--- src/rtl/fifo_wr_arbiter.sv ---
// ============================================================================
// fifo_wr_arbiter : round-robin burst arbiter for the async FIFO write port.
// Optional macro FIFO_ARB_HF_THROTTLE_EN: one-word grants while half_full.
// Revision 1.0
// ============================================================================
`default_nettype none

module fifo_wr_arbiter #(
    parameter int NUM_REQ    = 4,
    parameter int DATA_WIDTH = 8,
    parameter int BURST_LEN  = 4
) (
    input  logic                          wclk,
    input  logic                          wrst_n,
    input  logic [NUM_REQ-1:0]            req_valid,
    input  logic [NUM_REQ*DATA_WIDTH-1:0] req_data,
    output logic [NUM_REQ-1:0]            req_ready,
    output logic [NUM_REQ-1:0]            grant,
    input  logic                          full,
    input  logic                          half_full,
    output logic                          w_en,
    output logic [DATA_WIDTH-1:0]         wdata
);

    localparam int OW = (NUM_REQ > 1) ? $clog2(NUM_REQ) : 1;
    localparam int CW = $clog2(BURST_LEN) + 1;

    localparam logic [0:0] IDLE  = 1'b0;
    localparam logic [0:0] GRANT = 1'b1;

    localparam logic [OW-1:0] LAST_INIT = OW'(NUM_REQ - 1);
    localparam logic [CW-1:0] LAST_BEAT = CW'(BURST_LEN - 1);

    logic [0:0]            state;
    logic [OW-1:0]         owner;
    logic [OW-1:0]         last_owner;
    logic [CW-1:0]         burst_cnt;

    logic [OW-1:0]         next_owner;
    logic [OW:0]           cand;
    logic                  found;
    logic                  owner_valid;
    logic [DATA_WIDTH-1:0] own_data;
    logic [NUM_REQ-1:0]    own_onehot;
    logic                  in_grant;
    logic                  last_beat;

    // Round-robin search starting just after the previous owner.
    always_comb begin
        found      = 1'b0;
        next_owner = last_owner;
        cand       = '0;
        for (int i = 1; i <= NUM_REQ; i++) begin
            cand = {1'b0, last_owner} + (OW+1)'(i);
            if (cand >= (OW+1)'(NUM_REQ)) begin
                cand = cand - (OW+1)'(NUM_REQ);
            end
            if (!found && req_valid[cand[OW-1:0]]) begin
                found      = 1'b1;
                next_owner = cand[OW-1:0];
            end
        end
    end

    always_comb begin
        owner_valid = 1'b0;
        own_data    = '0;
        own_onehot  = '0;
        for (int i = 0; i < NUM_REQ; i++) begin
            if (owner == OW'(i)) begin
                owner_valid   = req_valid[i];
                own_data      = req_data[i*DATA_WIDTH +: DATA_WIDTH];
                own_onehot[i] = 1'b1;
            end
        end
    end

    assign in_grant  = (state == GRANT);
    assign grant     = in_grant ? own_onehot : '0;
    assign req_ready = (in_grant && !full) ? own_onehot : '0;
    assign w_en      = in_grant & owner_valid & ~full;
    assign wdata     = in_grant ? own_data : '0;

`ifdef FIFO_ARB_HF_THROTTLE_EN
    logic limit_one;

    // Limit is captured when the grant is issued and held for the whole burst.
    always_ff @(posedge wclk or negedge wrst_n) begin
        if (!wrst_n) begin
            limit_one <= 1'b0;
        end else if (state == IDLE && found) begin
            limit_one <= half_full;
        end
    end

    assign last_beat = limit_one || (burst_cnt == LAST_BEAT);
`else
    logic unused_half_full;
    assign unused_half_full = half_full;
    assign last_beat        = (burst_cnt == LAST_BEAT);
`endif

    always_ff @(posedge wclk or negedge wrst_n) begin
        if (!wrst_n) begin
            state      <= IDLE;
            owner      <= '0;
            last_owner <= LAST_INIT;
            burst_cnt  <= '0;
        end else if (state == IDLE) begin
            if (found) begin
                state     <= GRANT;
                owner     <= next_owner;
                burst_cnt <= '0;
            end
        end else begin
            if (!owner_valid) begin
                state      <= IDLE;
                last_owner <= owner;
            end else if (!full) begin
                burst_cnt <= burst_cnt + CW'(1);
                if (last_beat) begin
                    state      <= IDLE;
                    last_owner <= owner;
                end
            end
        end
    end

endmodule

`default_nettype wire
--- config.mk ---
export PLATFORM = sky130hd
export DESIGN_NAME = fifo_wr_arbiter
export DESIGN_NICKNAME = d
export VERILOG_FILES = /design/src/rtl/fifo_wr_arbiter.sv
export SDC_FILE = /design/constraint.sdc
export NUM_CORES = 1
export LEC_CHECK = 0
export ABC_AREA = 1
export ABC_CLOCK_PERIOD_IN_PS = 1700
export CAP_MARGIN = 10
export CORE_UTILIZATION = 39
export CTS_BUF_LIST = sky130_fd_sc_hd__clkbuf_4 sky130_fd_sc_hd__clkbuf_8
export CTS_CLUSTER_DIAMETER = 200
export CTS_CLUSTER_SIZE = 12
export DETAILED_ROUTE_END_ITERATION = 7
export PLACE_DENSITY = 0.83
export SLEW_MARGIN = 0
export SYNTH_ARGS = -nofsm -noshare
export SYNTH_HDL_FRONTEND = slang
export SYNTH_SLANG_ARGS = --single-unit
--- constraint.sdc ---
create_clock -name wclk -period 1.7 [get_ports wclk]
set_input_delay 0.34 -clock wclk [delete_from_list [all_inputs] [get_ports wclk]]
set_output_delay 0.34 -clock wclk [all_outputs]
set_load 0.05 [all_outputs]
==> summary.txt, run 1 <==
Critical path
  • Crit path launch type: register
  • Crit path kind: reg2out
  • Critical path required time: 1.36 ns
  • Worst R2R Setup Slack: -0.01 ns
  • CP Capture Type: output pin
  • Worst path arrival time: 1.58 ns
  • Worst-path fanout max: 8

Global routing
  • Largest net degree at the start of global routing: 12
  • Remaining Overflow, GRT: 0
  • Total track usage: 0.339
  • Number of global-route vias before repair: 1514
  • First-pass GRT wire length: 6.67 mm
  • Initial antenna violation count: 0

Power
  • P_leak: 0.971 nW
  • Part of the power in combinational logic: 0.870
  • Sw Ratio: 0.553
  • Power, Total: 4.64 mW
  • Sequential power share: 0.091
  • Clock share of power: 0.039
  • Net Sw Power: 2.57 mW
  • Worst IR drop on VDD: 1970 uV
  • Internal Power: 2.07 mW
  • Power Density: 2210 nW/um^2

Synthesis
  • Asr flop ratio synth: 1.00
  • Syn Inst Count: 177
  • Multiplexer share of the synthesized area: 0
  • Mapped Area: 975 um^2
  • Compound-gate portion of the synthesized area: 0.181
  • Netlist cell types: 21
  • Yosys reg bits: 8
  • Synth Area in XOR/XNOR: 0
  • Syn_nets: 219
  • Post-synthesis sequential area ratio: 0.208
  • Cell with the most instances after synthesis: nand2_1
  • Top post-synthesis cells by count: nand2_1, o21ai_0, nand3_1, inv_1, nor2_1
  • Syn_area_per_cell: 5.51 um^2
  • Top FF cell, synth: dfrtp_1
  • Synth Area in Adders: 0.0257
  • Largest family of logic cells by synthesized area: simple AND/OR/NAND/NOR gates
  • Area share of the largest cell type after synthesis: 0.304
  • Simple-gate area share of the yosys netlist: 0.488
  • Yosys warns: 0
  • Biggest area consumer among synthesized cells: nand2_1
  • Number of synthesized flops with an enable pin: 0
  • Synth area leaders: nand2_1, dfrtp_1, o21ai_0

STA
  • Final setup viols: 18
  • Relative slew slack: 0.747
  • Worst setup margin: -0.220 ns
  • Worst-Margin Slew: 0.378 ns
  • Max Transition Viols Final: 0
  • Final Critical Period: 1.92 ns
  • Final period utilization: 1.13
  • Unrepaired setup endpoints after global routing: yes
  • Setup Skew: 0.000867 ns
  • Fmax: 521 MHz
  • Final Hold Viols: 0

Clocking
  • CTS Buf Count: 3
  • H-tree levels: 1
  • TritonCTS Sinks: 8
  • Clk_lat worst skew: 0.26 ns
  • Register clock-pin slew on the reported worst setup and hold paths: 0.06 ns
  • Root buffer cell: clkbuf_4
  • Clock buffer depth: 2
  • CTS tree: built

Job
  • Max Cap Violations: 0

Detailed routing
  • Final ANT Viol Nets: 0
  • Residual DRC: 0
  • Via density: 5.84
  • DR pass1 iterations: 6
  • WL per Instance: 18.5 um
  • Drt total wl: 5.28 mm
  • Vias: 1663
  • DRT iter0 DRCs: 127

Place
  • PortBufs: 55
  • Placer Congestion: 1.03
  • DP HPWL: 3.21 mm
  • Placement Cell Area: 1910 um^2

Final layout
  • Share of post-route cells with drive strength above 1: 0.366
  • Final nets: 300
  • Final instance area: 2100 um^2
  • Layout area overhead: 115%
  • Ant. Diodes: 0

Floorplan
  • # IOs: 57
  • Die ar.: 2700 um^2
  • CORE AREA: 2280 um^2
  • Die W: 52.0 um
  • Std-Cell Rows: 17
  • Initial Util: 0.428
  • Die height: 52.0 um

Min path
  • Hold WC Path Type: in2async

Status
  • Status: finished with violations
  • Violated checks: negative setup slack
-- power by group through the flow --
stage / combinational [mW] / sequential (mW) / clock, mW
floorplan: 2.05 / 0.351 / 0
global placement: 3.37 / 0.377 / 0
detailed placement: 3.49 / 0.387 / 0
CTS: 3.69 / 0.391 / 0.175
global route: 4.21 / 0.434 / 0.188
finish: 4.03 / 0.424 / 0.181
-- layout by cell type (no fill, tap or decap) --
cell type / n
buf_6: 3
nand2_2: 12
inv_2: 4
buf_4: 23
o211ai_2: 1
dfrtp_1: 4
or2_1: 2
nor2_4: 5
o22ai_2: 3
ha_1: 2
o21ai_0: 10
o21ai_4: 5
inv_1: 9
inv_4: 1
nor2_2: 3
inv_6: 1
dfstp_2: 2
a21oi_1: 2
buf_12: 17
clkbuf_4: 4
clkdlybuf4s50_1: 38
nand3_2: 1
nand2_1: 70
o21ai_1: 5
nor2_1: 6
o21ai_2: 7
dfrtp_2: 2
nand3_1: 15
-- final cells by class --
class	count	area, um^2
repair buffers	81	927
flip-flops and latches	8	205
inverters	15	63.8
multi-input cells	149	836
clock buffers	4	30.0
fillers	90	179
well taps	28	35.0
-- path summary, 6_finish.rpt --
kind,from,to,depth (start not counted)
hold / removal,wrst_n,in_grant,1
hold reg to reg,burst_cnt[2],burst_cnt[2],2
max in group asynchronous,wrst_n,last_owner[1],1
min in group wclk,burst_cnt[2],burst_cnt[2],2
setup / recovery,owner[0],wdata[4],5
setup reg to reg,last_owner[0],owner[1],10
-- stage by stage --
stage	hold WS, ns	setup TNS (ns)	utilization	setup WS, ns	instances
2_1_floorplan	0.0444	-0.643	-	-0.0794	177
3_3_place_gp	0.484	-0.387	0.839	-0.126	273
3_5_place_dp	0.515	-0.880	0.839	-0.165	273
4_1_cts	0.371	-1.67	0.886	-0.166	283
5_1_grt	0.397	-3.26	0.921	-0.275	285
6_report	0.363	-2.21	0.921	-0.220	285
-- registers in the layout, summed over array words and instances, names as in the netlist --
signal and count:
last_owner 2, burst_cnt 3, owner 2, in_grant 1
-- per-layer routing --
metal / track usage / vias to the layer above / part of all wire
met4: 0.140 / 0 / 0.071
met5: 0 / - / 0
met1: 0.342 / 728 / 0.33
li1: - / 732 / -
met2: 0.665 / 151 / 0.50
met3: 0.0585 / 52 / 0.097
-- worst max-delay path: stages, from the launching register on --
cell and delay, ns:
dfrtp_2 0.45, inv_4 0.13, nand2_1 0.20, o22ai_2 0.28, o21ai_4 0.10, buf_12 0.15
-- timing repair --
action / CTS / global route
pin swaps: 9 / 3
endpoints found under the setup margin: 17 / 21
buffers inserted: 6 / 2
resized for setup: 19 / 22
hold buffers: 0 / 0
-- logic make-up after synthesis --
group / after synthesis
DFF: 8
AOI/OAI and AO/OA: 33
adders and majority gates: 2
buffers and inverters: 20
and+or+nand+nor: 114
(Power assumes the default switching activity.)
==> run 2: changes to the inputs <==
Settings changed: HOLD_SLACK_MARGIN set to 0.06, PLACE_DENSITY 0.83 to not set, PLACE_DENSITY_LB_ADDON set to 0.25, SKIP_CTS_REPAIR_TIMING set to 1.
==> summary.txt, run 2 (synthesized netlist as in run 1, its figures left out) <==
Job
  • Max Cap Violations: 0

STA
  • Worst setup margin: -0.197 ns
  • Fmax: 527 MHz
  • Final period utilization: 1.12
  • Final Critical Period: 1.90 ns
  • Setup Skew: 0.00593 ns
  • Final setup viols: 16
  • Setup TNS: -1.90 ns
  • Worst-Margin Slew: 0.347 ns
  • Final Hold Viols: 0
  • Unrepaired setup endpoints after global routing: yes
  • Relative slew slack: 0.766
  • Max Transition Viols Final: 0

Clocking
  • CTS tree: built
  • Register clock-pin slew on the reported worst setup and hold paths: 0.06 ns
  • CTS Buf Count: 3
  • TritonCTS Sinks: 8
  • Root buffer cell: clkbuf_4
  • Clk_lat worst skew: 0.27 ns
  • Clock buffer depth: 2
  • H-tree levels: 1

Status
  • Violated checks: negative setup slack
  • Status: finished with violations

Global routing
  • Remaining Overflow, GRT: 0
  • Total track usage: 0.282
  • Number of global-route vias before repair: 1377
  • Largest net degree at the start of global routing: 13
  • First-pass GRT wire length: 5.70 mm
  • Initial antenna violation count: 0

Place
  • Placement Cell Area: 1890 um^2
  • DP HPWL: 3.01 mm
  • PortBufs: 55
  • Setup WS pre-CTS: -0.121 ns
  • Placer Congestion: 0.930

Critical path
  • Crit path launch type: register
  • CP Capture Type: output pin
  • Worst path arrival time: 1.56 ns
  • Crit path kind: reg2out
  • Reg2reg start: last_owner[0]
  • Crit path capture: wdata[7]
  • R2R cell count: 10
  • Worst-path fanout max: 12
  • Critical Path Start: owner[0]
  • Critical path required time: 1.36 ns
  • Worst R2R Setup Slack: 0.14 ns
  • Reg2reg end: burst_cnt[2]

Power
  • P_leak: 0.920 nW
  • Power, Total: 4.20 mW
  • Sw Ratio: 0.542
  • Net Sw Power: 2.27 mW
  • Sequential power share: 0.094
  • Power Density: 2110 nW/um^2
  • Internal Power: 1.92 mW
  • Clock share of power: 0.044
  • Worst IR drop on VDD: 1940 uV
  • Part of the power in combinational logic: 0.862

Final layout
  • Most frequent cells in the layout: nand2_1, clkdlybuf4s50_1, buf_12, buf_4, nand3_1
  • Top Registers: burst_cnt x3, last_owner x2, owner x2
  • Final nets: 292
  • Reg with most FFs: burst_cnt
  • Post-Route Utilization: 0.873
  • Layout area overhead: 104%
  • Ant. Diodes: 0
  • Final instance area: 1990 um^2
  • Max FFs per register: 3
  • Commonest non-fill, non-tap cell in the layout: nand2_1
  • Share of post-route cells with drive strength above 1: 0.305

Detailed routing
  • WL per Instance: 13.8 um
  • Residual DRC: 0
  • DR pass1 iterations: 4
  • Via density: 5.39
  • DRT iter0 DRCs: 36
  • Drt total wl: 3.84 mm
  • Vias: 1492
  • Final ANT Viol Nets: 0

Floorplan
  • Initial Util: 0.428
  • Die ar.: 2700 um^2
  • CORE AREA: 2280 um^2
  • Die height: 52.0 um
  • Std-Cell Rows: 17
  • Die W: 52.0 um
  • # IOs: 57

Min path
  • Hold WC Path Type: in2async
run 2: changes by cell type in the layout (fill, tap and decap cells not counted):
cell,change
buf_4,-6
buf_6,-3
inv_1,+2
inv_2,-1
inv_4,-1
nand2_1,+5
nand2_2,-5
nor2_1,-1
nor2_2,+4
nor2_4,-2
o21ai_0,+1
o21ai_1,+3
o21ai_2,-4
run 2: worst min-delay path by stage:
stage,to,slack [ns],cells past startpoint
2_1_floorplan,burst_cnt[0],0.04,0
3_3_place_gp,burst_cnt[2],0.48,2
3_5_place_dp,burst_cnt[1],0.52,2
4_1_cts,owner[0],0.35,1
5_1_grt,in_grant,0.37,1
6_report,in_grant,0.34,1
run 2: through the flow:
stage	std cells	hold WS (ns)
6_report	277	0.335
5_1_grt	277	0.371
4_1_cts	275	0.354
3_5_place_dp	271	0.515
3_3_place_gp	271	0.483
2_1_floorplan	177	0.0444
run 2: critical path, stage by stage, from the launching register on:
cell and delay (ns):
dfrtp_2 0.42, inv_6 0.07, nor2_4 0.20, nand2_1 0.08, nand2_1 0.08, o21ai_1 0.09
o21ai_2 0.20, buf_12 0.16
run 2: final cells by class:
cell class / count / area, um^2
well taps: 28 / 35.0
clock buffers: 4 / 30.0
repair buffers: 72 / 848
multi-input cells: 150 / 807
fillers: 122 / 289
flip-flops and latches: 8 / 205
inverters: 15 / 61.3
run 2: power groups by stage:
stage | Sequential (mW) | Combinational, mW | Clock [mW]
floorplan | 0.351 | 2.05 | 0
global placement | 0.372 | 3.36 | 0
detailed placement | 0.378 | 3.45 | 0
CTS | 0.374 | 3.45 | 0.178
global route | 0.407 | 3.86 | 0.194
finish | 0.394 | 3.62 | 0.184
run 2: per-layer routing:
layer,global-route usage,part of all wire,vias to the layer above
met3,0.0585,0.077,11
met4,0.0631,0.022,0
li1,-,-,716
met1,0.304,0.38,690
met5,0,0,-
met2,0.547,0.52,75
